File: src/rtl/mesh_noc_pkg.sv
// Shared constants and types for the mesh tile router.
// Flit layout: [FLIT_W-1]=head, [FLIT_W-2]=tail, the rest is payload.
package mesh_noc_pkg;

  localparam int FLIT_W   = 34;
  localparam int HEAD_BIT = FLIT_W - 1;
  localparam int TAIL_BIT = FLIT_W - 2;
  localparam int NUM_IN   = 5;
  localparam int CNT_W    = 16;

  localparam int PORT_N = 0;
  localparam int PORT_S = 1;
  localparam int PORT_E = 2;
  localparam int PORT_W = 3;
  localparam int PORT_L = 4;

  typedef enum logic [0:0] {
    ST_IDLE   = 1'b0,
    ST_LOCKED = 1'b1
  } arb_state_e;

endpackage

File: src/rtl/mesh_rr_pick.sv
// Rotate-priority picker: first eligible index at or after ptr_i, wrapping modulo N.
module mesh_rr_pick
  import mesh_noc_pkg::*;
#(
  parameter int N  = NUM_IN,
  parameter int PW = $clog2(N)
) (
  input  logic [N-1:0]  elig_i,
  input  logic [PW-1:0] ptr_i,
  output logic [N-1:0]  gnt_o,
  output logic          any_o
);

  int   idx;
  logic hit;

  // Walk the ring once from ptr_i; the first hit masks all later ones.
  always_comb begin
    gnt_o = '0;
    any_o = 1'b0;
    idx   = 0;
    hit   = 1'b0;
    for (int k = 0; k < N; k++) begin
      idx        = (int'(ptr_i) + k) % N;
      hit        = elig_i[idx] & ~any_o;
      gnt_o[idx] = hit;
      any_o      = any_o | hit;
    end
  end

endmodule

File: src/rtl/mesh_out_port_arb.sv
// Wormhole output-port arbiter: round-robin grant on head flits, held until the
// tail passes, feeding one registered valid/ready output stage.
module mesh_out_port_arb
  import mesh_noc_pkg::*;
#(
  parameter int NUM_IN = mesh_noc_pkg::NUM_IN,
  parameter int FLIT_W = mesh_noc_pkg::FLIT_W,
  parameter int CNT_W  = mesh_noc_pkg::CNT_W
) (
  input  logic                     clk,
  input  logic                     rst,
  input  logic [NUM_IN-1:0]        req_valid,
  input  logic [NUM_IN*FLIT_W-1:0] req_flit,
  output logic [NUM_IN-1:0]        req_ready,
  output logic                     out_valid,
  output logic [FLIT_W-1:0]        out_flit,
  input  logic                     out_ready,
  output logic [NUM_IN-1:0]        grant,
  output logic                     locked,
  output logic [CNT_W-1:0]         pkt_count,
  output logic                     err
);

  localparam int PTR_W    = $clog2(NUM_IN);
  localparam int HEAD_IDX = FLIT_W - 1;
  localparam int TAIL_IDX = FLIT_W - 2;

  arb_state_e          state_q, state_d;
  logic [PTR_W-1:0]    ptr_q, ptr_d;
  logic [NUM_IN-1:0]   grant_q, grant_d;
  logic                first_q, first_d;
  logic                out_valid_q, out_valid_d;
  logic [FLIT_W-1:0]   out_flit_q, out_flit_d;
  logic [CNT_W-1:0]    cnt_q, cnt_d;
  logic                err_q, err_d;

  logic [NUM_IN-1:0]   elig_s;
  logic [NUM_IN-1:0]   pick_s;
  logic                any_s;
  logic                can_load_s;
  logic                xfer_s;
  logic [FLIT_W-1:0]   sel_flit_s;
  logic [PTR_W-1:0]    owner_idx_s;

  mesh_rr_pick #(.N(NUM_IN), .PW(PTR_W)) u_pick (
    .elig_i (elig_s),
    .ptr_i  (ptr_q),
    .gnt_o  (pick_s),
    .any_o  (any_s)
  );

  // Eligibility, owner flit mux and owner index decode from the one-hot grant.
  always_comb begin
    elig_s      = '0;
    sel_flit_s  = '0;
    owner_idx_s = '0;
    for (int i = 0; i < NUM_IN; i++) begin
      elig_s[i]   = req_valid[i] & req_flit[i*FLIT_W + HEAD_IDX];
      sel_flit_s  = sel_flit_s | (req_flit[i*FLIT_W +: FLIT_W] & {FLIT_W{grant_q[i]}});
      owner_idx_s = owner_idx_s | (grant_q[i] ? PTR_W'(i) : '0);
    end
  end

  // Only the owner may push, and only when the output register can take a flit.
  always_comb begin
    can_load_s = ~out_valid_q | out_ready;
    if ((state_q == ST_LOCKED) && can_load_s) begin
      req_ready = grant_q;
    end else begin
      req_ready = '0;
    end
    xfer_s = |(req_valid & req_ready);
  end

  // Arbitration FSM, output register, packet counter and sticky error.
  always_comb begin
    state_d     = state_q;
    ptr_d       = ptr_q;
    grant_d     = grant_q;
    first_d     = first_q;
    cnt_d       = cnt_q;
    err_d       = err_q;
    out_flit_d  = out_flit_q;
    out_valid_d = out_valid_q;
    case (state_q)
      ST_IDLE: begin
        if (any_s) begin
          state_d = ST_LOCKED;
          grant_d = pick_s;
          first_d = 1'b1;
        end else begin
          state_d = ST_IDLE;
        end
      end
      ST_LOCKED: begin
        if (xfer_s) begin
          first_d = 1'b0;
          // A head in mid-packet is flagged but still forwarded.
          err_d   = err_q | (sel_flit_s[HEAD_IDX] & ~first_q);
          if (sel_flit_s[TAIL_IDX]) begin
            state_d = ST_IDLE;
            grant_d = '0;
            ptr_d   = (owner_idx_s == PTR_W'(NUM_IN - 1)) ? '0 : owner_idx_s + PTR_W'(1);
            cnt_d   = (&cnt_q) ? cnt_q : cnt_q + CNT_W'(1);
          end else begin
            state_d = ST_LOCKED;
          end
        end else begin
          state_d = ST_LOCKED;
        end
      end
      default: begin
        state_d = ST_IDLE;
        grant_d = '0;
      end
    endcase
    if (xfer_s) begin
      out_valid_d = 1'b1;
      out_flit_d  = sel_flit_s;
    end else if (can_load_s) begin
      out_valid_d = 1'b0;
    end else begin
      out_valid_d = out_valid_q;
    end
  end

  // State registers; reset drops any packet in flight.
  always_ff @(posedge clk or posedge rst) begin
    if (rst) begin
      state_q     <= ST_IDLE;
      ptr_q       <= '0;
      grant_q     <= '0;
      first_q     <= 1'b0;
      out_valid_q <= 1'b0;
      out_flit_q  <= '0;
      cnt_q       <= '0;
      err_q       <= 1'b0;
    end else begin
      state_q     <= state_d;
      ptr_q       <= ptr_d;
      grant_q     <= grant_d;
      first_q     <= first_d;
      out_valid_q <= out_valid_d;
      out_flit_q  <= out_flit_d;
      cnt_q       <= cnt_d;
      err_q       <= err_d;
    end
  end

  assign grant     = grant_q;
  assign locked    = (state_q == ST_LOCKED);
  assign out_valid = out_valid_q;
  assign out_flit  = out_flit_q;
  assign pkt_count = cnt_q;
  assign err       = err_q;

endmodule
File: config.mk
export PLATFORM = sky130hd
export DESIGN_NAME = mesh_out_port_arb
export DESIGN_NICKNAME = d
export VERILOG_FILES = /design/src/rtl/mesh_noc_pkg.sv /design/src/rtl/mesh_rr_pick.sv /design/src/rtl/mesh_out_port_arb.sv
export SDC_FILE = /design/constraint.sdc
export NUM_CORES = 1
export LEC_CHECK = 0
export ABC_AREA = 1
export BUFFER_PORTS_ARGS = -buffer_cell sky130_fd_sc_hd__buf_2
export CAP_MARGIN = 20
export CORE_ASPECT_RATIO = 1.1
export CORE_MARGIN = 3
export CORE_UTILIZATION = 25
export CTS_BUF_LIST = sky130_fd_sc_hd__clkbuf_2
export DETAILED_ROUTE_END_ITERATION = 12
export GPL_TIMING_DRIVEN = 1
export SLEW_MARGIN = 25
export SYNTH_ARGS = -nofsm -noshare
export SYNTH_HDL_FRONTEND = slang
export SYNTH_HIERARCHICAL = 1
export SYNTH_SLANG_ARGS = --single-unit
File: constraint.sdc
create_clock -name clk -period 3.7 [get_ports clk]
set_input_delay 0.555 -clock clk [delete_from_list [all_inputs] [get_ports clk]]
set_output_delay 0.555 -clock clk [all_outputs]
set_load 0.02 [all_outputs]
* Yosys cells after proc, flatten, opt, wreduce, memory -nomap -nowiden
Index checks and enable logic that the tools add are counted.
** Operators by class
- $add $sub $neg :: 6
- Div/mod/pow operators :: 5
- Order comparisons :: 10
- Eq/ne operators :: 4
- Mux-type cells :: 48
- Bitwise gates (word level) :: 38
- Reductions and logical operators :: 14
** Operators with widths (number)
- 34-bit bitwise AND :: 5
- 32-bit by 1-bit greater-or-equal comparator with 1-bit output, second input constant :: 5
- 32-bit by 5-bit less-than comparator with 1-bit output, second input constant :: 5
- 34-bit bitwise OR :: 4
- 32-bit by 4-bit modulo with 32-bit output, second input constant :: 4
- 4-bit by 4-bit modulo with 32-bit output, second input constant :: 1
- 1-bit 2-to-1 mux :: 23
- 5-bit bitwise mux :: 4
- 5-bit 2-to-1 mux :: 4
- 16-bit by 1-bit adder with 16-bit output, second input constant :: 1
- 16-bit AND reduction :: 1
- 1-bit binary-select mux with 3-bit select :: 5
- 1-bit demux with 3-bit select :: 5
- 1-bit bitwise AND :: 10
- 5-bit bitwise AND :: 2
- 5-bit one-hot mux with 2 select lines :: 1
- 3-bit by 2-bit adder with 4-bit output, second input constant :: 2
- 1-bit NOT :: 8
- 1-bit logical AND :: 6
- 3-bit 2-to-1 mux :: 2
- 1-bit bitwise OR :: 6
- 3-bit AND reduction :: 2
- 5-bit OR reduction :: 1
- 3-bit by 1-bit adder with 4-bit output, second input constant :: 1
- other kinds (13) :: 17
** Storage, ports and cells
- Register bits after elaboration :: 62
- Bits of input ports :: 178
- Output and inout bits :: 63
- Word-level logic and storage cells :: 133

* Depth between registers and ports, before layout
- Depth in word-level cells :: 18
- Mapped depth :: 32
- Depth with buffers taken out :: 32

* Modules after synthesis
Netlist, hierarchy kept.
** Modules (own cells, without submodules)
- mesh_out_port_arb :: times used 1, cells an instance 563, area each 3977.6 µm², sequential area each 1551.5 µm²
- mesh_rr_pick :: times used 1, cells an instance 379, area each 2100.8 µm², sequential area each 0.0 µm²

* Worst setup path before layout
Ideal clock, no wire load.
- Kind :: register to register
- Start :: reg ptr_q[1]
- End :: reg grant_q[0], in the netlist grant[0]
- Library setup time :: 66 ps
- Arrival time :: 3380 ps
- Required time :: 3634 ps
- Path slack :: 254 ps
- Cell stages (with the launch flop) :: 27
- Buffers on the path :: 0
- Clock period less this slack :: 3446 ps
- Path through :: dfrtp_1 > inv_1 > ha_1 > inv_1 > ha_1 > inv_1 > ha_1 > inv_1 > ha_1 > inv_1 > nand2_1 > nand2_1 > nand2_1 > clkinv_1 > nand2_2 > nand2_1 > nand2_1 > nand2_1 > nor3_1 > nand2_1 > nand2_2 > inv_2 > nand4_1 > nand2_1 > o21ai_1 > nand3_1 > nand2_1
** On the way
- Word-level cells in the longest chain between the ends :: 18
- Elaborated cells between the ends (all ways) :: 70
- Those cells by class :: add/sub: 4; div: 5; order compare: 10; eq/ne: 1; mux: 31; bitwise: 13; reduce/logical: 6
** RTL lines
- from (decl) :: line mesh_out_port_arb.sv:29 : logic [PTR_W-1:0] ptr_q, ptr_d;
- from (signal assigned) :: line mesh_out_port_arb.sv:140 : ptr_q <= ptr_d;
- 3-bit by 1-bit adder with 4-bit output or 4-bit by 4-bit modulo with 32-bit output (tied branches) :: line mesh_rr_pick.sv:24 : idx = (int'(ptr_i) + k) % N;
- 32-bit by 4-bit modulo with 32-bit output or 1-bit binary-select mux with 3-bit select (tied branches) :: line mesh_rr_pick.sv:24, mesh_rr_pick.sv:25
- 1-bit binary-select mux with 3-bit select or 1-bit 2-to-1 mux (tied branches) :: line mesh_rr_pick.sv:25 : hit = elig_i[idx] & ~any_o;
- 1-bit 2-to-1 mux (not written as such) :: line mesh_rr_pick.sv:25
- 1-bit 2-to-1 mux (not written as such) or 1-bit NOT (tied branches) :: line mesh_rr_pick.sv:25
- 1-bit bitwise AND :: line mesh_rr_pick.sv:25
- 1-bit bitwise OR :: line mesh_rr_pick.sv:27 : any_o = any_o | hit;
- 1-bit NOT :: line mesh_rr_pick.sv:25
- (+3 left out)
- 1-bit bitwise AND :: line mesh_rr_pick.sv:25
- 1-bit bitwise OR :: line mesh_rr_pick.sv:27
- 1-bit NOT :: line mesh_rr_pick.sv:25
- 1-bit bitwise AND :: line mesh_rr_pick.sv:25
- 1-bit bitwise OR * :: line mesh_rr_pick.sv:27
- net any_s :: line mesh_out_port_arb.sv:39 : logic any_s;
- 2-bit != test (no line) *
- 3-bit AND reduction (no line) *
- to (signal assigned) :: line mesh_out_port_arb.sv:141 : grant_q <= grant_d;
- to (decl) :: line mesh_out_port_arb.sv:30 : logic [NUM_IN-1:0] grant_q, grant_d;
Mark *: on every way through the listed nets, which the timed path passes. The rest lies on a longest branch. The select of a mux whose other input is x is not followed.
A chain may end at the register's enable or synchronous reset.

* Final worst setup path
- Start :: reg ptr_q[0]
- End :: reg grant_q[2], in the netlist grant[2]
** On the way
- Word-level cells in the longest chain between the ends :: 18
- Elaborated cells between the ends (all ways) :: 70
- Those cells by class :: add/sub: 4; div: 5; order compare: 10; eq/ne: 1; mux: 31; bitwise: 13; reduce/logical: 6
** RTL lines
- branches (longest 15 deep; another with 32-bit by 4-bit modulo with 32-bit output)
- 5-bit bitwise mux * :: line mesh_rr_pick.sv:26 : gnt_o[idx] = hit;
- net pick_s[2] :: line mesh_out_port_arb.sv:38 : logic [NUM_IN-1:0] pick_s;
- 5-bit 2-to-1 mux * :: line mesh_out_port_arb.sv:87 : if (any_s) begin
- 5-bit one-hot mux with 2 select lines * :: line mesh_out_port_arb.sv:85 : case (state_q)
Mark *: on every way through the listed nets, which the timed path passes. The select of a mux whose other input is x is not followed.

==> impl_metrics.xml <==
<?xml version="1.0" encoding="UTF-8"?>
<metrics>
  <group name="route">
    <metric name="detailroute.via_count" unit="">7052</metric>
    <metric name="dr.first_iter.drc_count" unit="">442</metric>
    <metric name="avgViaCountPerCell" unit="">4.73</metric>
    <metric name="route.final.wire_length" unit="µm">21800</metric>
    <metric name="postRouteAntennaNets" unit="">0</metric>
    <metric name="drt_first_pass_iters" unit="">5</metric>
    <metric name="routed_wire_length_per_instance" unit="µm">14.6</metric>
    <metric name="remaining_drc_errors" unit="">0</metric>
  </group>
  <group name="placed_design">
    <metric name="post-place-cells" unit="">1465</metric>
    <metric name="gpl.final_weighted_congestion" unit="">0.892</metric>
    <metric name="hpwlAfterDp" unit="µm">16900</metric>
    <metric name="placement.io_buffers" unit="">240</metric>
  </group>
  <group name="floorplanning">
    <metric name="ioPinCount" unit="">241</metric>
    <metric name="fp.coreArea" unit="µm²">23800</metric>
    <metric name="die_h" unit="µm">170</metric>
    <metric name="die_width" unit="µm">155</metric>
    <metric name="die-area" unit="µm²">26200</metric>
    <metric name="placementRows" unit="">59</metric>
    <metric name="starting_utilization_of_the_core_area" unit="%">25.6</metric>
  </group>
  <group name="clock_tree">
    <metric name="worst_setup_hold_path_clk_slew" unit="ps">240</metric>
    <metric name="cts-buffers-inserted" unit="">9</metric>
    <metric name="cts-hold-fix-buffers" unit="">0</metric>
    <metric name="max-clock-path-buffers" unit="">2</metric>
    <metric name="clock_sinks" unit="">62</metric>
    <metric name="htreeDepth" unit="">3</metric>
    <metric name="root_buffer" unit="">clkbuf_2</metric>
    <metric name="cts_tree" unit="">built</metric>
    <metric name="worst_skew_pair.late_latency" unit="ps">560</metric>
  </group>
  <group name="power">
    <metric name="powerDensity" unit="nW/µm²">650</metric>
    <metric name="power.leakage" unit="nW">4.32</metric>
    <metric name="vdd_drop_max" unit="mV">0.231</metric>
  </group>
  <group name="synthesis">
    <metric name="syn_avg_cell_area" unit="µm²">6.45</metric>
    <metric name="synthArstFlopShare" unit="%">100</metric>
    <metric name="synth_cell_type_count" unit="">48</metric>
    <metric name="yosys_register_bits" unit="">62</metric>
    <metric name="synthesis.yosys.warnings" unit="">6</metric>
    <metric name="synthTopCellsByArea" unit="">dfrtp_1 (26%), nand2_1 (21%), nand3_1 (7.2%)</metric>
    <metric name="yosys.area.top_type_share" unit="%">25.5</metric>
    <metric name="synth_edf_count" unit="">0</metric>
    <metric name="yosys_most_used_dff" unit="">dfrtp_1</metric>
    <metric name="number_of_instances_in_the_synthesized_netlist" unit="">942</metric>
    <metric name="yosysMostFrequentCell" unit="">nand2_1</metric>
    <metric name="netlist.top_cell.by_area" unit="">dfrtp_1</metric>
    <metric name="synth.yosys.seq_area_share" unit="%">25.5</metric>
    <metric name="post_synth_instance_area" unit="µm²">6080</metric>
    <metric name="synth_fp_nets" unit="">1148</metric>
    <metric name="synth_top_cells_by_count" unit="">nand2_1 (341), inv_1 (91), nand3_1 (87)</metric>
  </group>
  <group name="sta">
    <metric name="hold-worst-slack" unit="ps">125</metric>
    <metric name="finalHoldViolations" unit="">0</metric>
    <metric name="final.setup_skew" unit="ps">54.7</metric>
    <metric name="slew_headroom" unit="%">42.5</metric>
    <metric name="finalMaxSlewViolations" unit="">0</metric>
    <metric name="fin_crit" unit="ps">3410</metric>
    <metric name="rsz0062_at_grt" unit="">true</metric>
    <metric name="worst_slew_pin_slew" unit="ps">861</metric>
    <metric name="fmaxAchievable" unit="GHz">0.293</metric>
    <metric name="setup-violations-final" unit="">0</metric>
    <metric name="fin_crit_sh" unit="%">92.1</metric>
  </group>
  <group name="finish">
    <metric name="nets" unit="">1384</metric>
    <metric name="drive_above_1_share" unit="%">30.5</metric>
    <metric name="area_growth_syn_to_layout" unit="%">28.2</metric>
    <metric name="final-instance-count-excl-fill" unit="">1490</metric>
  </group>
  <group name="worst_setup_path">
    <metric name="crit-reg2reg-capture" unit="">grant[2]</metric>
    <metric name="worstPathMaxFanout" unit="">6</metric>
    <metric name="worst_setup_path_start_kind" unit="">flip-flop</metric>
    <metric name="critical_path.reg2reg.startpoint" unit="">ptr_q[0]</metric>
    <metric name="path_class" unit="">reg2reg</metric>
    <metric name="reg2reg_slack" unit="ps">290</metric>
    <metric name="crit_arrival" unit="ps">3870</metric>
    <metric name="critPathMaxStageDelay" unit="ps">440</metric>
    <metric name="critical-path-top-cell-by-count" unit="">nand2_1</metric>
    <metric name="crit_slowest_cell" unit="">dfrtp_1</metric>
    <metric name="reg2reg_depth" unit="">30</metric>
    <metric name="crit_required" unit="ps">4160</metric>
    <metric name="worstSetupEndpointType" unit="">flip-flop</metric>
  </group>
  <group name="global_route">
    <metric name="antenna_found_initial" unit="">1</metric>
    <metric name="grt_pass1_wl" unit="µm">32700</metric>
    <metric name="grt_pass1_vias" unit="">6275</metric>
    <metric name="overall_fraction_of_global_route_tracks_in_use" unit="%">15.3</metric>
    <metric name="grt_max_degree" unit="">41</metric>
    <metric name="overflow" unit="">0</metric>
  </group>
  <group name="flow_run">
    <metric name="drv_cap" unit="">0</metric>
  </group>
  <group name="run_status">
    <metric name="outcome" unit="">finished clean</metric>
  </group>
  <group name="hold_path">
    <metric name="min_path_type" unit="">in2async</metric>
  </group>
</metrics>
kinds of logic after synthesis:
logic type / synth area share [%]
buffers and inverters: 10.4
AO/OA/AOI/OAI: 12.7
flip-flops: 25.5
adder cells (fa/ha/maj): 5.76
XOR/XNOR: 2.43
AND/OR/NAND/NOR: 43.1
sequential cells by signal, summed over array words and instances (netlist names):
| register | count |
|---|---|
| out_flit | 34 |
| pkt_count | 16 |
| grant | 5 |
| ptr_q | 3 |
| err | 1 |
| first_q | 1 |
| locked | 1 |
| out_valid | 1 |
where the power goes:
part,leakage (nW),total [mW],switching [mW],internal [mW]
Combinational,3.40,3.68,2.45,1.23
Clock,0.0739,0.455,0.296,0.159
Sequential,0.846,0.925,0.116,0.809
Total,4.32,5.06,2.86,2.20
through the flow:
stage	utilization [%]	power, mW	setup TNS, ps	setup slack (ps)	area [µm²]
finish	32.8	5.06	0	290	7790
global route	32.8	5.61	-105	-79.8	7790
CTS	32.3	4.94	0	2.43	7670
detailed placement	31.8	4.46	0	114	7550
global placement	31.8	4.44	0	156	7550
floorplan	-	3.59	0	254	6080
layout by cell type, fill, tap and decap left out, types with 8 or more instances in the layout:
cell type  count
a21oi_1       13
nor2_2         9
nand4_1       35
ha_1          26
nand2_1      340
o21ai_0       43
nand3_1       86
buf_2        240
clkbuf_2       9
nand2_4        8
inv_1         88
inv_2         21
buf_4         20
nand2_2       14
nor2_1        56
a221oi_1      32
dfrtp_1       61
how the worst max path moves through the flow:
stage / depth (start not counted) / startpoint / slack (ps) / endpoint
after CTS: 16 / ptr_q[2] / 2 / grant[2]
after floorplan: 26 / ptr_q[1] / 250 / grant[0]
after global placement: 16 / ptr_q[2] / 160 / grant[2]
final: 30 / ptr_q[0] / 290 / grant[2]
after global routing: 30 / ptr_q[0] / -80 / grant[2]
after detailed placement: 16 / ptr_q[2] / 110 / grant[2]
worst max-delay path, delay by kind of cell (launching register included):
family | cells | cell delay (ps)
and+or+nand+nor | 18 | 1470
adders and majority gates | 4 | 770
buffers and inverters | 7 | 490
DFF | 1 | 440
AOI/OAI and AO/OA | 1 | 140
per-layer routing:
| metal | vias up | global-route usage, % | share of wire, % | wire (µm) |
|---|---|---|---|---|
| met1 | 3226 | 21.9 | 46 | 9980 |
| li1 | 3564 | - | - | - |
| met3 | 21 | 3.01 | 6.9 | 1500 |
| met2 | 241 | 23.8 | 46 | 9970 |
| met5 | - | 0 | 0 | 0 |
| met4 | 0 | 4.03 | 1.5 | 319 |
final cells by class:
class	count	area (µm²)
well taps	305	382
inverters	109	409
multi-input cells	734	3950
flip-flops and latches	62	1550
repair buffers	262	1370
diodes	2	5.00
fillers	2597	16000
clock inverters	7	73.8
clock buffers	9	45.0
repair_timing:
item                                    in CTS  in global routing
resized for setup                            0                 18
endpoints found under the setup margin       0                  7
setup buffers                                0                  7
(Power assumes the default switching activity.)
